--- config.mk ---
export PLATFORM = sky130hd
export DESIGN_NAME = uart_rx_deframer
export DESIGN_NICKNAME = d
export VERILOG_FILES = /design/src/rtl/uart_pkg.sv /design/src/rtl/uart_sync2.sv /design/src/rtl/uart_rx_deframer.sv
export SDC_FILE = /design/constraint.sdc
export NUM_CORES = 1
export LEC_CHECK = 0
export BUFFER_PORTS_ARGS = -buffer_cell sky130_fd_sc_hd__buf_4
export CORE_ASPECT_RATIO = 0.6
export CORE_UTILIZATION = 41
export DETAILED_ROUTE_END_ITERATION = 6
export PLACE_DENSITY = 0.69
export REMOVE_ABC_BUFFERS = 1
export SLEW_MARGIN = 20
export SYNTH_ARGS = -nofsm -noshare
export SYNTH_HDL_FRONTEND = slang
export SYNTH_SLANG_ARGS = --single-unit
--- constraint.sdc ---
create_clock -name clk -period 1.9 [get_ports clk]
set_input_delay 0.095 -clock clk [delete_from_list [all_inputs] [get_ports clk]]
set_output_delay 0.095 -clock clk [all_outputs]
set_load 0.005 [all_outputs]
--- src/rtl/uart_pkg.sv ---
// Shared UART definitions: frame geometry, default bit timing, deframer state codes.
// Latency: n/a. Backpressure: n/a.
// Used by the transmitter, the receive deframer and their benches.
package uart_pkg;

    localparam int DATA_BITS            = 8;
    localparam int DEFAULT_CLKS_PER_BIT = 15;

    localparam logic [2:0] ST_IDLE      = 3'd0;
    localparam logic [2:0] ST_START     = 3'd1;
    localparam logic [2:0] ST_DATA      = 3'd2;
    localparam logic [2:0] ST_PARITY    = 3'd3;
    localparam logic [2:0] ST_STOP      = 3'd4;
    localparam logic [2:0] ST_WAIT_HIGH = 3'd5;

    // High when data plus received parity bit disagree with the selected parity sense.
    function automatic logic parity_bad(input logic [DATA_BITS-1:0] d, input logic p, input logic odd);
        return (^d) ^ p ^ odd;
    endfunction

endpackage

--- src/rtl/uart_sync2.sv ---
// Two-flop synchroniser for one asynchronous input, resets to the idle-high level.
// Latency: 2 cycles. Backpressure: none.
module uart_sync2 (
    input  logic clk,
    input  logic reset,
    input  logic d,
    output logic q
);

    logic meta;

    always_ff @(posedge clk or negedge reset) begin
        if (!reset) begin
            meta <= 1'b1;
            q    <= 1'b1;
        end else begin
            meta <= d;
            q    <= meta;
        end
    end

endmodule

--- src/rtl/uart_rx_deframer.sv ---
// UART receive deframer: start validation, mid-bit sampling, stop check; optional parity via UART_RX_PARITY_EN.
// Latency: rx_valid ~2 + HALF_BIT + 9*CLKS_PER_BIT cycles after the start edge.
// Backpressure: none, consumer must take rx_data on the rx_valid cycle.
module uart_rx_deframer
    import uart_pkg::*;
#(
    parameter int CLKS_PER_BIT = DEFAULT_CLKS_PER_BIT,
    parameter int HALF_BIT     = CLKS_PER_BIT / 2
`ifdef UART_RX_PARITY_EN
    ,
    parameter bit PARITY_ODD   = 1'b0
`endif
) (
    input  logic                 clk,
    input  logic                 reset,
    input  logic                 data_in,
    output logic [DATA_BITS-1:0] rx_data,
    output logic                 rx_valid,
    output logic                 frame_err,
    output logic                 parity_err,
    output logic                 busy
);

    localparam int CW = $clog2(CLKS_PER_BIT);
    localparam logic [CW-1:0] BIT_LAST  = CW'(CLKS_PER_BIT - 1);
    localparam logic [CW-1:0] HALF_LAST = CW'(HALF_BIT - 1);
    localparam logic [2:0]    IDX_LAST  = 3'(DATA_BITS - 1);
`ifdef UART_RX_PARITY_EN
    localparam logic [2:0]    AFTER_DATA = ST_PARITY;
`else
    localparam logic [2:0]    AFTER_DATA = ST_STOP;
`endif

    logic                 rxs;
    logic [2:0]           state, state_nxt;
    logic [CW-1:0]        cnt;
    logic [2:0]           bit_idx;
    logic [DATA_BITS-1:0] shreg;
    logic                 bit_tick;
    logic                 par_ok;

    uart_sync2 u_sync (
        .clk   (clk),
        .reset (reset),
        .d     (data_in),
        .q     (rxs)
    );

    assign bit_tick = (cnt == BIT_LAST);

    always_comb begin
        state_nxt = state;
        case (state)
            ST_IDLE:      if (!rxs) state_nxt = ST_START;
            ST_START:     if (cnt == HALF_LAST) state_nxt = rxs ? ST_IDLE : ST_DATA;
            ST_DATA:      if (bit_tick && bit_idx == IDX_LAST) state_nxt = AFTER_DATA;
`ifdef UART_RX_PARITY_EN
            ST_PARITY:    if (bit_tick) state_nxt = ST_STOP;
`endif
            ST_STOP:      if (bit_tick) state_nxt = rxs ? ST_IDLE : ST_WAIT_HIGH;
            ST_WAIT_HIGH: if (rxs) state_nxt = ST_IDLE;
            default:      state_nxt = ST_IDLE;
        endcase
    end

`ifdef UART_RX_PARITY_EN
    logic par_bad;

    always_ff @(posedge clk or negedge reset) begin
        if (!reset) begin
            par_bad    <= 1'b0;
            parity_err <= 1'b0;
        end else begin
            parity_err <= state == ST_STOP && bit_tick && rxs && par_bad;
            if (state == ST_IDLE)
                par_bad <= 1'b0;
            else if (state == ST_PARITY && bit_tick)
                par_bad <= parity_bad(shreg, rxs, PARITY_ODD);
        end
    end

    assign par_ok = !par_bad;
`else
    assign par_ok     = 1'b1;
    assign parity_err = 1'b0;
`endif

    always_ff @(posedge clk or negedge reset) begin
        if (!reset) begin
            state     <= ST_IDLE;
            busy      <= 1'b0;
            cnt       <= '0;
            bit_idx   <= '0;
            shreg     <= '0;
            rx_data   <= '0;
            rx_valid  <= 1'b0;
            frame_err <= 1'b0;
        end else begin
            state     <= state_nxt;
            busy      <= state_nxt != ST_IDLE;
            rx_valid  <= 1'b0;
            frame_err <= 1'b0;

            // Every state change and every completed bit period restarts the bit timer.
            if (state_nxt != state || bit_tick)
                cnt <= '0;
            else if (state != ST_IDLE && state != ST_WAIT_HIGH)
                cnt <= cnt + 1'b1;

            if (state_nxt != state)
                bit_idx <= '0;
            else if (state == ST_DATA && bit_tick)
                bit_idx <= bit_idx + 1'b1;

            if (state == ST_DATA && bit_tick)
                shreg <= {rxs, shreg[DATA_BITS-1:1]};

            if (state == ST_STOP && bit_tick) begin
                if (!rxs) begin
                    frame_err <= 1'b1;
                end else if (par_ok) begin
                    rx_data  <= shreg;
                    rx_valid <= 1'b1;
                end
            end
        end
    end

endmodule

# After elaboration in Yosys (flattened, before gate mapping)
# Cells that the tools add are included.
# op_classes
n_addsub	2
mul	0
div	0
n_lt_le_gt_ge	0
n_eq_ne	9
shifts	0
muxes	16
n_bitwise	0
reduce_logical	11
# ops
cell	count
3-bit 2-to-1 mux	8
3-bit case mux with 5 select lines	1
3-bit equality test, second input constant	3
4-bit 2-to-1 mux	2
3-bit nonzero test	2
4-bit by 1-bit adder with 4-bit output, second input constant	1
4-bit by 3-bit equality test with 1-bit output, second input constant	1
4-bit equality test, second input constant	1
1-bit logical AND	4
1-bit 2-to-1 mux	4
2-bit nonzero test	2
3-bit by 1-bit adder with 3-bit output, second input constant	1
3-bit by 1-bit equality test with 1-bit output, second input constant	1
3-bit by 2-bit equality test with 1-bit output, second input constant	1
3-bit zero test	1
3-bit inequality test	1
3-bit inequality test, second input constant	1
2-bit 2-to-1 mux	1
2-bit AND reduction	1
1-bit logical OR	1
# word_totals
regBits	31
latch_bits	0
ram_bits	0
mem_bits_ro	0
in_bits	3
out_inout_bits	12
word_cells	48
n_memories	0

# Depth between registers and ports, before layout
# depth
ltp_word	7
depth_mapped	8
mapped_depth_nobuf	6

# Modules after synthesis
# From an unflattened synthesis, not the netlist that was laid out.
# unflattened
cells_unflattened	117
hier_area_um2	1491.4
# modules_own_cells
module	instances	cells_per_inst	area_each_um2	seq_area_each_um2
uart_rx_deframer	1	115	1438.9	725.7
uart_sync2	1	2	52.6	52.6

# Worst setup path after synthesis
# Ideal clock, no wire load.
# synth_path
path_kind	reg-to-reg
startpoint	reg cnt[0]
endpoint	reg shreg[0]
setup_time_ps	125
t_arrival_ps	1586
t_required_ps	1775
setup_slack_ps	189
path_stages_with_launch	8
n_path_buf	2
period_less_slack_ps	1711
path_cell_list	dfrtp_1 -> inv_1 -> ha_1 -> and3_2 -> buf_4 -> nand2_1 -> buf_4 -> mux2_2
# synth_between
elab_chain_cells	2
# synth_rtl
element	line_no	source
start, declared	uart_rx_deframer.sv:36	logic [CW-1:0] cnt;
start signal, assigned	uart_rx_deframer.sv:108	cnt <= cnt + 1'b1;
4-bit equality test	uart_rx_deframer.sv:49	assign bit_tick = (cnt == BIT_LAST);
1-bit logical AND	uart_rx_deframer.sv:115	if (state == ST_DATA && bit_tick)
end signal, assigned	uart_rx_deframer.sv:116	shreg <= {rxs, shreg[DATA_BITS-1:1]};
end, declared	uart_rx_deframer.sv:38	logic [DATA_BITS-1:0] shreg;
# No other way between the ends.
# A chain may end at the register's enable or synchronous reset.

# Final worst setup path
# layout_path
startpoint	reg cnt[0]
endpoint	reg bit_idx[1]
# layout_between
elab_chain_cells	6
elab_cells_between_ends	11
cone_classes	3 x eq/ne; 5 x mux; 3 x reduce/logical
# layout_rtl
element	line_no	source
4-bit equality test	uart_rx_deframer.sv:49	
1-bit logical AND	uart_rx_deframer.sv:56	ST_DATA: if (bit_tick && bit_idx == IDX_LAST) state_nxt = AFTER_DATA;
3-bit 2-to-1 mux	uart_rx_deframer.sv:56	
3-bit case mux with 5 select lines	uart_rx_deframer.sv:53	case (state)
3-bit inequality test	uart_rx_deframer.sv:110	if (state_nxt != state)
3-bit 2-to-1 mux / 2-bit nonzero test (equally long branches)	-	
end signal, assigned	uart_rx_deframer.sv:113	bit_idx <= bit_idx + 1'b1;
end, declared	uart_rx_deframer.sv:37	logic [2:0] bit_idx;
# Several ways; a longest one is shown, not always the timed one.

==> qor.yml <==
global_routing:
  grt.overflow.total: 0
  track_usage_pct: 15.5
  grt_pass1_vias: 807
  antenna_found_initial: 0
  grt_pass1_wl_um: 4100
  grt_max_degree: 32
worst_setup_path:
  crit_arrival_ns: 1.98
  startpoint_type: "flip-flop"
  reg2reg_depth: 7
  cp_max_fo: 9
  r2r_slack_ns: 0.09
  r2r_start: "cnt[0]"
  cp-end-kind: "flip-flop"
  rr_endpoint: "bit_idx[1]"
  critPathKind: "flip-flop to flip-flop"
  required_ns: 2.07
placed_design:
  dp_hpwl_um: 1670
  io_buffers: 13
  gp_congestion: 0.806
cts:
  cts_sinks: 31
  h-tree-depth: 2
  tritoncts: "built"
  clock_latency_ns: 0.28
  cts_max_path_buffers: 2
  post-cts-setup-buffers: 0
  clockRootBuffer: "clkbuf_8"
  clkTransAtPathRegs_ns: 0.07
  numCtsBuffers: 5
sta:
  fin_skew_ns: 0.00742
  max_freq_ghz: 0.554
  maxSlewViolCount: 0
  hold_viol_final: 0
  fin_crit_sh_pct: 95.1
  fin_hold_ws_ns: 0.289
  final.min_clock_period_ns: 1.81
  rsz0062_at_grt: "true"
  setup_violations: 0
  worst_pin_slew_ns: 0.504
  max_slew_margin_pct: 66.2
drt:
  drt_iter0_markers: 106
  vias_per_cell: 5.20
  drt_wl_total_um: 2520
  post_drt_wl_per_cell_um: 14.1
  dr.pass1.iters: 4
  vias: 931
  detail-route-antenna-nets: 0
  drc: 0
pwr:
  power_mw: 1.71
  p_leak_nw: 0.790
  peakVddDrop_v: 0.000510
  p_per_area_nw_per_um2: 1030
die:
  ios: 15
  fp.dieW_um: 77.7
  dieArea_um2: 3690
  fp-row-count: 16
  die_height_um: 47.4
  coreArea_um2: 3260
  start_util_pct: 43.2
cells_and_area:
  insertedDiodeCount: 0
  fin_nets: 142
  area_growth_pct: 18.3
  drive_gt1_share_pct: 37.3
synth:
  avgSynthCellArea_um2: 12.4
  syn-cell-area_um2: 1410
  yosys_register_bits: 31
  synthCells: 114
  yosysWarnings: 0
  seq_area_frac_synth_pct: 55.2
  netlist-cell-type-count: 35
hold_path:
  hold_class: "primary input to asynchronous set/reset pin"
run_status:
  outcome: "complete, no violations"
job:
  maxCapViolations: 0
registers in the layout (all words and copies together) (netlist names):
register	cells
rx_data	8
shreg	8
cnt	4
bit_idx	3
state	3
busy	1
frame_err	1
rx_valid	1
u_sync.meta	1
u_sync.q	1
how the worst max path moves through the flow:
| stage | startpoint | endpoint | slack, ns | cells past startpoint |
|---|---|---|---|---|
| after global placement | cnt[0] | bit_idx[2] | 0.17 | 6 |
| final | cnt[0] | bit_idx[1] | 0.09 | 7 |
| after global routing | cnt[0] | bit_idx[1] | -0.006 | 7 |
| after detailed placement | cnt[0] | shreg[2] | 0.12 | 5 |
| after floorplan | cnt[0] | rx_data[0] | 0.20 | 5 |
| after CTS | cnt[0] | shreg[7] | 0.11 | 5 |
cells by family after synthesis:
logic type / after synthesis / share of synthesized area, %
compound gates: 21 / 9.76
xor+xnor: 4 / 2.48
fa+ha+maj: 4 / 3.55
buf+inv: 7 / 2.75
flops: 31 / 55.2
mux: 17 / 13.6
other cells: 1 / 0.266
simple gates: 29 / 12.4
metrics by stage:
step	TNS (ns)	utilization (%)	cell area [um^2]	instances	setup WS [ns]
floorplan	0	-	1380	108	0.205
global placement	0	48.0	1570	171	0.166
detailed placement	0	48.0	1570	171	0.119
CTS	0	50.8	1660	179	0.105
global route	-0.00612	51.1	1670	179	-0.00612
finish	0	51.1	1670	179	0.0938
report_power, final:
| group | switching (mW) | leakage, nW | internal (mW) |
|---|---|---|---|
| Clock | 0.230 | 0.0371 | 0.244 |
| Sequential | 0.0774 | 0.412 | 0.735 |
| Combinational | 0.240 | 0.341 | 0.183 |
worst max-delay path, stage by stage, from the launching register on:
cell      delay (ns)
dfrtp_1         0.41
inv_1           0.06
ha_1            0.24
and3_2          0.24
buf_4           0.16
a31oi_1         0.18
a21oi_1         0.16
a221oi_1        0.24
Yosys cell counts:
master,number,area [um^2]
and3_1,1,6.26
nor2_1,5,18.8
nor4_1,1,6.26
mux2_2,17,191
buf_2,1,5.00
o2111ai_1,1,8.76
nor2b_1,1,6.26
dfrtp_1,29,726
buf_4,3,22.5
nand3_2,1,10.0
nand2b_1,1,6.26
nand3_1,2,10.0
or2_2,1,6.26
a31oi_1,1,6.26
o21ai_0,6,30.0
a211oi_1,3,22.5
xor2_1,3,26.3
xnor2_1,1,8.76
nor3_1,3,15.0
or4b_1,1,10.0
conb_1,1,3.75
ha_1,4,50.1
inv_1,1,3.75
and3_2,1,7.51
nand4b_1,1,8.76
dfstp_2,2,52.6
a21oi_1,5,25.0
a21o_1,1,7.51
nor4_4,1,21.3
a32o_1,1,10.0
o31a_2,1,10.0
nand2_1,8,30.0
clkbuf_1,2,7.51
nor3b_2,1,12.5
a221oi_1,2,17.5
placed cells by master, fill, tap and decap left out, types with 2 or more instances in the layout:
| cell type | synthesis | layout |
|---|---|---|
| nand2_1 | 8 | 7 |
| ha_1 | 4 | 4 |
| nand3_1 | 2 | 2 |
| buf_4 | 3 | 18 |
| xor2_1 | 3 | 3 |
| nor2_1 | 5 | 5 |
| dfstp_2 | 2 | 2 |
| a211oi_1 | 3 | 3 |
| mux2_2 | 17 | 17 |
| clkbuf_8 | 0 | 5 |
| dlygate4sd3_1 | 0 | 2 |
| a21oi_1 | 5 | 5 |
| dfrtp_1 | 29 | 29 |
| nor3_1 | 3 | 3 |
| o21ai_0 | 6 | 6 |
final cells by class:
type / instances / area, um^2
multi-input cells: 76 / 602
well taps: 45 / 56.3
fillers: 273 / 1600
inverters: 1 / 3.75
clock buffers: 6 / 72.6
repair buffers: 20 / 155
flip-flops and latches: 31 / 778
layer usage:
layer	wire length, um	part of all wire (%)	vias up	global-route usage (%)
met3	81	3.2	5	5.14
met4	39	1.5	0	9.06
li1	-	-	454	-
met2	1120	44	14	21.6
met5	0	0	-	0
met1	1290	51	458	21.3
repair_timing:
| action | in CTS | in global routing |
|---|---|---|
| setup endpoints to repair | 0 | 2 |
| resized for setup | 0 | 2 |
| hold endpoints to repair | 30 | 0 |
| hold buffers | 2 | 0 |
No activity file was read; power rests on OpenSTA's default activity.
